[src/rtl/rf_pkg.sv]
// Shared types for the integer register file and load-return extract path.
// Latency: n/a (types and constant functions only).
// Backpressure: n/a.
package rf_pkg;

  typedef enum logic [1:0] {
    LD_B = 2'b00,
    LD_H = 2'b01,
    LD_W = 2'b10,
    LD_D = 2'b11
  } ld_size_e;

  function automatic int rf_addr_w(input int nregs);
    return (nregs > 1) ? $clog2(nregs) : 1;
  endfunction

endpackage

[src/rtl/load_ext.sv]
// Load-return extract: shift the bus-aligned datum down, take the sub-word, extend to XLEN.
// Latency: 0 cycles, purely combinational.
// Backpressure: none; the result is valid whenever the inputs are.
module load_ext
  import rf_pkg::*;
#(
  parameter int XLEN = 32,
  localparam int BW = $clog2(XLEN / 8)
) (
  input  logic [XLEN-1:0] lr_data,
  input  logic [BW-1:0]   lr_boff,
  input  logic [1:0]      lr_size,
  input  logic            lr_uns,
  output logic [XLEN-1:0] result
);

  logic [XLEN-1:0] shifted;
  logic [XLEN-1:0] ext_b;
  logic [XLEN-1:0] ext_h;
  logic [XLEN-1:0] ext_w;

  // Misaligned offsets are not trapped: whatever lands in the low bits is used.
  assign shifted = lr_data >> {lr_boff, 3'b000};
  assign ext_b   = {{(XLEN-8){shifted[7] & ~lr_uns}}, shifted[7:0]};
  assign ext_h   = {{(XLEN-16){shifted[15] & ~lr_uns}}, shifted[15:0]};

  generate
    if (XLEN > 32) begin : g_w_ext
      assign ext_w = {{(XLEN-32){shifted[31] & ~lr_uns}}, shifted[31:0]};
    end else begin : g_w_full
      assign ext_w = shifted;
    end
  endgenerate

  always_comb begin
    result = shifted;
    case (ld_size_e'(lr_size))
      LD_B:    result = ext_b;
      LD_H:    result = ext_h;
      LD_W:    result = ext_w;
      default: result = shifted;
    endcase
  end

endmodule

[src/rtl/regfile_sb.sv]
// Integer register file with write-first bypassed read ports and a load busy scoreboard.
// Latency: reads 0 cycles (combinational); writes and busy updates land on the next rising edge.
// Backpressure: none; ld_ready_o tells issue whether the load destination is free.
module regfile_sb
  import rf_pkg::*;
#(
  parameter int XLEN  = 32,
  parameter int NREGS = 32,
  parameter int NREAD = 2,
  localparam int AW = rf_addr_w(NREGS),
  localparam int BW = $clog2(XLEN / 8)
) (
  input  logic                  clk_i,
  input  logic                  rst_i,
  input  logic [NREAD*AW-1:0]   rd_addr_i,
  output logic [NREAD*XLEN-1:0] rd_data_o,
  output logic [NREAD-1:0]      rd_busy_o,
  input  logic                  wa_en_i,
  input  logic [AW-1:0]         wa_addr_i,
  input  logic [XLEN-1:0]       wa_data_i,
  input  logic                  ld_issue_i,
  input  logic [AW-1:0]         ld_rd_i,
  output logic                  ld_ready_o,
  input  logic                  lr_valid_i,
  input  logic [AW-1:0]         lr_addr_i,
  input  logic [1:0]            lr_size_i,
  input  logic                  lr_uns_i,
  input  logic [BW-1:0]         lr_boff_i,
  input  logic [XLEN-1:0]       lr_data_i,
  output logic                  collide_o
);

  logic [XLEN-1:0]  regs [NREGS];
  logic [NREGS-1:0] busy;
  logic [NREGS-1:0] busy_nxt;
  logic [XLEN-1:0]  ld_val;
  logic             lr_hit;
  logic             wa_hit;
  logic             same_dst;

  load_ext #(.XLEN(XLEN)) u_load_ext (
    .lr_data (lr_data_i),
    .lr_boff (lr_boff_i),
    .lr_size (lr_size_i),
    .lr_uns  (lr_uns_i),
    .result  (ld_val)
  );

  assign lr_hit   = lr_valid_i && (lr_addr_i != '0);
  assign same_dst = wa_en_i && lr_hit && (wa_addr_i == lr_addr_i);
  // The load return owns the register when both ports target it.
  assign wa_hit   = wa_en_i && (wa_addr_i != '0) && !same_dst;

  always_comb begin
    busy_nxt = busy;
    if (lr_valid_i) begin
      busy_nxt[lr_addr_i] = 1'b0;
    end
    if (ld_issue_i && (ld_rd_i != '0)) begin
      busy_nxt[ld_rd_i] = 1'b1;
    end
    busy_nxt[0] = 1'b0;
  end

  always_ff @(posedge clk_i) begin
    if (rst_i) begin
      for (int r = 0; r < NREGS; r++) begin
        regs[r] <= '0;
      end
      busy      <= '0;
      collide_o <= 1'b0;
    end else begin
      if (wa_hit) begin
        regs[wa_addr_i] <= wa_data_i;
      end
      if (lr_hit) begin
        regs[lr_addr_i] <= ld_val;
      end
      busy <= busy_nxt;
      if (same_dst) begin
        collide_o <= 1'b1;
      end
    end
  end

  assign ld_ready_o = ~busy[ld_rd_i];

  generate
    for (genvar k = 0; k < NREAD; k++) begin : g_rd
      logic [AW-1:0]   addr;
      logic [XLEN-1:0] data;
      logic            lr_byp;
      logic            wa_byp;

      assign addr = rd_addr_i[k*AW +: AW];

      // Bypass is suppressed in reset so reads show the (cleared) array contents.
      always_comb begin
        lr_byp = !rst_i && lr_hit && (lr_addr_i == addr);
        wa_byp = !rst_i && wa_en_i && (wa_addr_i == addr);
        if (addr == '0) begin
          data = '0;
        end else if (lr_byp) begin
          data = ld_val;
        end else if (wa_byp) begin
          data = wa_data_i;
        end else begin
          data = regs[addr];
        end
      end

      assign rd_data_o[k*XLEN +: XLEN] = data;
      assign rd_busy_o[k]              = busy[addr] & ~lr_byp;
    end
  endgenerate

`ifndef SYNTHESIS
  a_issue_not_busy: assert property (
    @(posedge clk_i) disable iff (rst_i)
    (ld_issue_i && (ld_rd_i != '0)) |-> !busy[ld_rd_i]
  );
`endif

endmodule

[config.mk]
export PLATFORM = sky130hd
export DESIGN_NAME = regfile_sb
export DESIGN_NICKNAME = d
export VERILOG_FILES = /design/src/rtl/rf_pkg.sv /design/src/rtl/load_ext.sv /design/src/rtl/regfile_sb.sv
export SDC_FILE = /design/constraint.sdc
export NUM_CORES = 2
export LEC_CHECK = 0
export CAP_MARGIN = 20
export CORE_MARGIN = 8
export CORE_UTILIZATION = 28
export DETAILED_ROUTE_END_ITERATION = 7
export GPL_TIMING_DRIVEN = 0
export HOLD_SLACK_MARGIN = 0.03
export MAX_ROUTING_LAYER = met4
export PLACE_DENSITY_LB_ADDON = 0.05
export SLEW_MARGIN = 20
export SYNTH_ARGS = -nofsm -noshare
export SYNTH_HDL_FRONTEND = slang
export SYNTH_SLANG_ARGS = --single-unit
[constraint.sdc]
create_clock -name clk_i -period 3.16 [get_ports clk_i]
set_input_delay 0.632 -clock clk_i [delete_from_list [all_inputs] [get_ports clk_i]]
set_output_delay 0.632 -clock clk_i [all_outputs]
set_load 0.01 [all_outputs]
## Word-level counts from Yosys, hierarchy flattened

Memory sizes are Yosys's and may differ from the RTL's.
Index checks and enable logic that the tools add are counted.

- Word-level logic and storage cells: 85
- Memories: 1
- Memory bits (writable): 1,024
- Bits in registers: 33
- Output and inout port bits: 68

Memory list:

| name | depth | bits a word | read ports | clocked after Yosys merged registers in | write ports | RTL line | RTL |
|---|---|---|---|---|---|---|---|
| regs | 32 | 32 | 2 | 0 | 32 | regfile_sb.sv:33 | `logic [XLEN-1:0] regs [NREGS];` |

- Equality and inequality tests: 6
- $lt $le $gt $ge: 6
- Mux-type cells: 33
- Shift operators: 1
- Reduce and logical (&&, ||, !) cells: 24
- Bitwise logic cells: 11

Operators with widths:

| kind | count |
|---|---|
| 32-bit two-way mux | 10 |
| 32-bit case mux with 2 select lines | 1 |
| 32-bit OR reduction | 2 |
| 32-bit bitwise AND | 1 |
| 32-bit NOT | 1 |
| 32-bit OR | 1 |
| 32-bit by 5-bit right shift with 32-bit output | 1 |
| 5-bit == test | 5 |
| 5-bit by 6-bit < comparator with 1-bit output (second input constant) | 4 |
| 1-bit binary-select mux with 5-bit select | 3 |
| 1-bit two-way mux | 15 |
| 5-bit nonzero test | 3 |
| 1-bit logical AND | 14 |
| 1-bit demux with 5-bit select | 2 |
| 5-bit by 1-bit >= comparator with 1-bit output (second input constant) | 2 |
| 5-bit zero test | 2 |
| 5-bit two-way mux | 2 |
| 1-bit bitwise AND | 4 |
| 1-bit NOT | 4 |
| 2-bit by 1-bit == test with 1-bit output (second input constant) | 1 |
| 1-bit zero test | 2 |
| 2-bit zero test | 1 |

## Logic depth before layout (Yosys ltp)

- Depth after elaboration: 11
- Depth in mapped cells: 9
- Gate-level depth less buffers: 5

## Cells and area by module

From an unflattened synthesis, not the netlist that was laid out.

- Cells, all modules: 4,850
- Area total of the unflattened synthesis: 62,123.3 um2

Modules (own cells, without submodules):

| module | cells each | area an instance (um2) | times used | sequential area each (um2) |
|---|---|---|---|---|
| regfile_sb | 4,747 | 61,355.1 | 1 | 31,390.1 |
| load_ext | 103 | 768.2 | 1 | 0.0 |

## Worst setup path after synthesis

Ideal clock, no wire load.

- Kind: input to register
- From: input lr_addr_i[2]
- To: memory regs[12][0] (enable)
- Required time: 2.770 ns
- Setup time: 0.390 ns
- Arrival: 2.870 ns
- Buffers on the path: 1
- Stages: 6
- Path slack: -0.100 ns
- Cell sequence: or3_1 > buf_2 > o2111ai_4 > o2111ai_4 > nor3_4 > or3_1

RTL lines:

| element | RTL line | RTL |
|---|---|---|
| start: declaration | regfile_sb.sv:25 | `input logic [AW-1:0] lr_addr_i,` |
| end: declaration | regfile_sb.sv:33 |  |

## Final worst setup path

- From: input rd_addr_i[1]
- To: output rd_data_o[31]

- Longest elaborated chain between the ends: 5
- Elaborated cells on any way between the ends: 9

Ends and longest elaborated chain:

| element | RTL line | RTL |
|---|---|---|
| start: declaration | regfile_sb.sv:15 | `input logic [NREAD*AW-1:0] rd_addr_i,` |
| branches (longest 4 deep; another with memory read 32 x 32 bit) | - |  |
| 32-bit two-way mux * | regfile_sb.sv:101 | `if (addr == '0) begin` |
| end: declaration | regfile_sb.sv:16 | `output logic [NREAD*XLEN-1:0] rd_data_o,` |

Every way passes the cells marked *.

==> summary.txt <==
Timing
  • Fin. max-slew vios: 0
  • Worst rel slew slack: between 10% and 20%
  • RSZ-0062 raised after global routing: true
  • Top achievable clock speed: 0.268 GHz
  • Final worst path period share: 118%
  • Max Clock Skew: 0 ns
  • Fin Hold WS: roughly 0.34 ns
  • Final setup violation count: about 270
  • Final Worst Setup Slack: -0.568 ns
  • Final Hold Vio Count: 0
  • Final Critical Period: around 3.7 ns
  • Worst-Margin Slew: roughly 1.3 ns

Worst setup path
  • Worst R2R Path Depth: 2
  • End of the worst register-to-register path: busy[11]$_SDFF_PP0_
  • Worst EP arrival: between 3 and 4 ns
  • Crit Path Max Fanout: 10
  • Critical path capture point type: output port
  • WS Path Type: in -> out
  • FF-to-FF Start: busy[11]$_SDFF_PP0_
  • FF-to-FF setup slack: between 2 and 2.5 ns
  • Startpoint Class: input pin
  • CP startpoint: rd_addr_i[1]
  • Worst EP required: around 2.5 ns

Drt
  • Antenna-violating nets left: 0
  • Vias after detailed routing: approximately 53,000
  • DRC viols: 0
  • Drt first-iter violations: a little under 8,000
  • Vias per Instance: about 6.5
  • Initial DRT Pass Iterations: 7
  • WL final: 403,000 um
  • Post-detailed-route wirelength per cell: between 40 and 50 um

Worst hold path
  • Min-delay src: wa_data_i[19]
  • Hold Path Class: in -> reg
  • WHS Endpoint: regs[1][19]$_DFFE_PP_
  • Worst hold path depth: 2

Logic synthesis
  • Register bit total from synthesis: ~1,100
  • Mean post-synth cell area: 13.8 um2
  • Gate Count Post-Synth: around 4,500
  • EDFF count, synth: between 1,000 and 1,500
  • Top post-synthesis cells by area: edfxtp_1, mux4_2, a22o_1, mux2i_1, clkbuf_1
  • Post-synth cell types: 54
  • Mapped cell area: 62,400 um2
  • Main synth FF type: edfxtp_1
  • Number of synthesis warnings: 0
  • Asr flop ratio synth: 0%
  • Seq/Total Area, Yosys: between 50 and 60%
  • Proportion of netlist area held by the largest area contributor: between 40% and 50%
  • Yosys top cell by area: edfxtp_1

Global routing
  • Gr usage total: roughly 33%
  • Number of global-route vias before repair: approximately 50,000
  • Antenna violations before repair: 25
  • Remaining Overflow, GRT: 0
  • First-pass GRT wire length: 511,000 um
  • Pin count of the biggest net entering global routing: 33

Outcome
  • Failing checks: setup timing
  • Outcome: finished with violations

Clock network
  • CTS tree: done
  • Clock Pin Slew Worst Setup and Hold Paths: approximately 0.06 ns
  • Clock sink total: approximately 1,100
  • Clock root cell: clkbuf_16
  • Clk_lat worst skew: about 0.8 ns
  • Cts-stage hold buffer count: 0
  • Bufs on Longest Clock Path: 3
  • Number of buffers created by CTS: about 140
  • H-tree Lvls: 4

Power
  • Pwr Density: 499 nW/um2
  • Worst IR drop on VDD: roughly 0.00061 V
  • Total power: around 0.04 W
  • Lkg Pwr: between 20 and 30 nW

Floorplan
  • Io pins: 167
  • Initial core utilization: around 28%
  • Die W: around 500 um
  • Core area: 222,000 um2
  • Die ar.: 238,000 um2
  • Cell Rows: about 170
  • Die Ht: 488 um

Place
  • DPL Wire Length: around 280,000 um
  • Pre-CTS setup slack: -2.93 ns
  • Global placement routability congestion: between 1 and 1.5
  • DP Area: just under 70,000 um2
  • IO Port Bufs: between 100 and 150

Flow run
  • Max_cap viols: 0

Finish
  • Register Area: ~31,000 um2
  • Final core occ: 36.2%
  • Multi-input logic area: 30,800 um2
  • Most frequent cells in the layout: edfxtp_1, a22o_1, mux4_2
  • Final net count: just over 5,000
  • Commonest non-fill, non-tap cell in the layout: edfxtp_1
  • Final Instance Area: 80,400 um2
  • Fraction of layout cells with a size suffix above 1: between 30% and 40%
  • Area growth syn-to-layout: 28.8%
  • Fill cells: approximately 22,000
[logic make-up (layout without fill, tap and decap cells)]
logic type | count (synthesis) | count (layout) | synth area share [%]
xor+xnor | 25 | 25 | 0.351
buf+inv | 724 | 1327 | 4.97
other cells | 1 | 45 | 0.00601
mux | 759 | 759 | 20.4
compound gates | 1559 | 1559 | 20.6
simple gates | 403 | 405 | 3.35
flops | 1056 | 1056 | 50.3
[power by group]
group | total (W) | internal, W | switching [W]
Combinational | 0.00774 | 0.00294 | 0.00480
Clock | 0.0158 | 0.00885 | 0.00697
Sequential | 0.0166 | 0.0162 | 0.000409
Total | 0.0401 | 0.0280 | 0.0122
[metrics by stage]
stage / std cells / setup TNS, ns
2_1_floorplan: 4558 / 0
3_3_place_gp: 7653 / -4410.39
6_report: 8151 / -33.58
3_5_place_dp: 7712 / -2361.56
5_1_grt: 8148 / -23.45
4_1_cts: 8109 / -26.65
[critical path: stages]
cell	delay [ns]
buf_4	0.21
buf_12	0.20
buf_12	0.22
buf_12	0.23
mux4_2	0.22
mux2i_1	0.07
nor2_2	0.25
o2bb2ai_1	0.12
o211ai_1	0.52
buf_2	0.25
[worst max-delay path by stage]
stage | endpoint | slack [ns] | cells after the start
after floorplan | rd_data_o[39] | 0.04 | 6
after global placement | rd_data_o[44] | -4.08 | 8
after detailed placement | rd_data_o[30] | -2.93 | 11
after CTS | rd_data_o[31] | -0.51 | 12
after global routing | rd_data_o[26] | -0.52 | 8
final | rd_data_o[31] | -0.57 | 10
[routing by layer]
layer	global-route usage (%)	share of wire, %	vias up	wire [um]
met5	-	0	-	0
met4	15.7	5.9	0	23800
met3	10.7	11	938	44100
met2	48.3	43	3704	173000
met1	42.3	40	28400	162000
li1	-	-	20100	-
[state kept, by name, summed over array words and instances, names as in the netlist]
signal     cells
busy          31
collide_o      1
regs        1024
[what timing repair did]
item / in CTS / in global routing
endpoints found under the setup margin: 1818 / 631
buffers inserted: 159 / 44
cloned: 16 / 5
resized for setup: 1353 / 200
pin swaps: 133 / 98
[area by class of cell]
class                      instances  share of cell area [%]
antenna                           13                  0.0405
buffer                           657                    6.43
clock buffer                     173                    4.60
clock inverter                    73                   0.694
inverter                          38                   0.177
multi-input combinational       2780                    38.4
sequential                      1056                    39.1
tap                             2975                    4.63
timing repair buffer             386                    6.01
[cells in the mapped netlist, types with 3 or more instances]
cell type,n
dfxtp_1,32
a22oi_1,62
o211ai_1,34
edfxtp_1,1024
nand2b_1,5
o221ai_1,94
a21oi_1,105
nor3_2,6
mux4_2,412
o22ai_2,3
xor2_1,4
nor3_4,7
nand4_1,36
a211o_1,62
o2bb2ai_1,64
o21ai_2,8
nand2_1,113
nand3b_1,13
mux2i_1,340
o22ai_1,67
a2bb2oi_1,10
and3_1,3
buf_6,18
inv_1,38
o21ai_0,34
a211oi_1,7
o21ai_1,8
clkbuf_1,432
or3b_2,6
nor2b_1,19
buf_2,166
nor3b_1,5
buf_1,59
nand3_1,8
or2_2,3
nor2_1,113
buf_4,11
or3_1,38
a22o_1,992
nor3_1,18
and3b_1,3
mux2_2,7
xnor2_1,21
(Power assumes the default switching activity.)
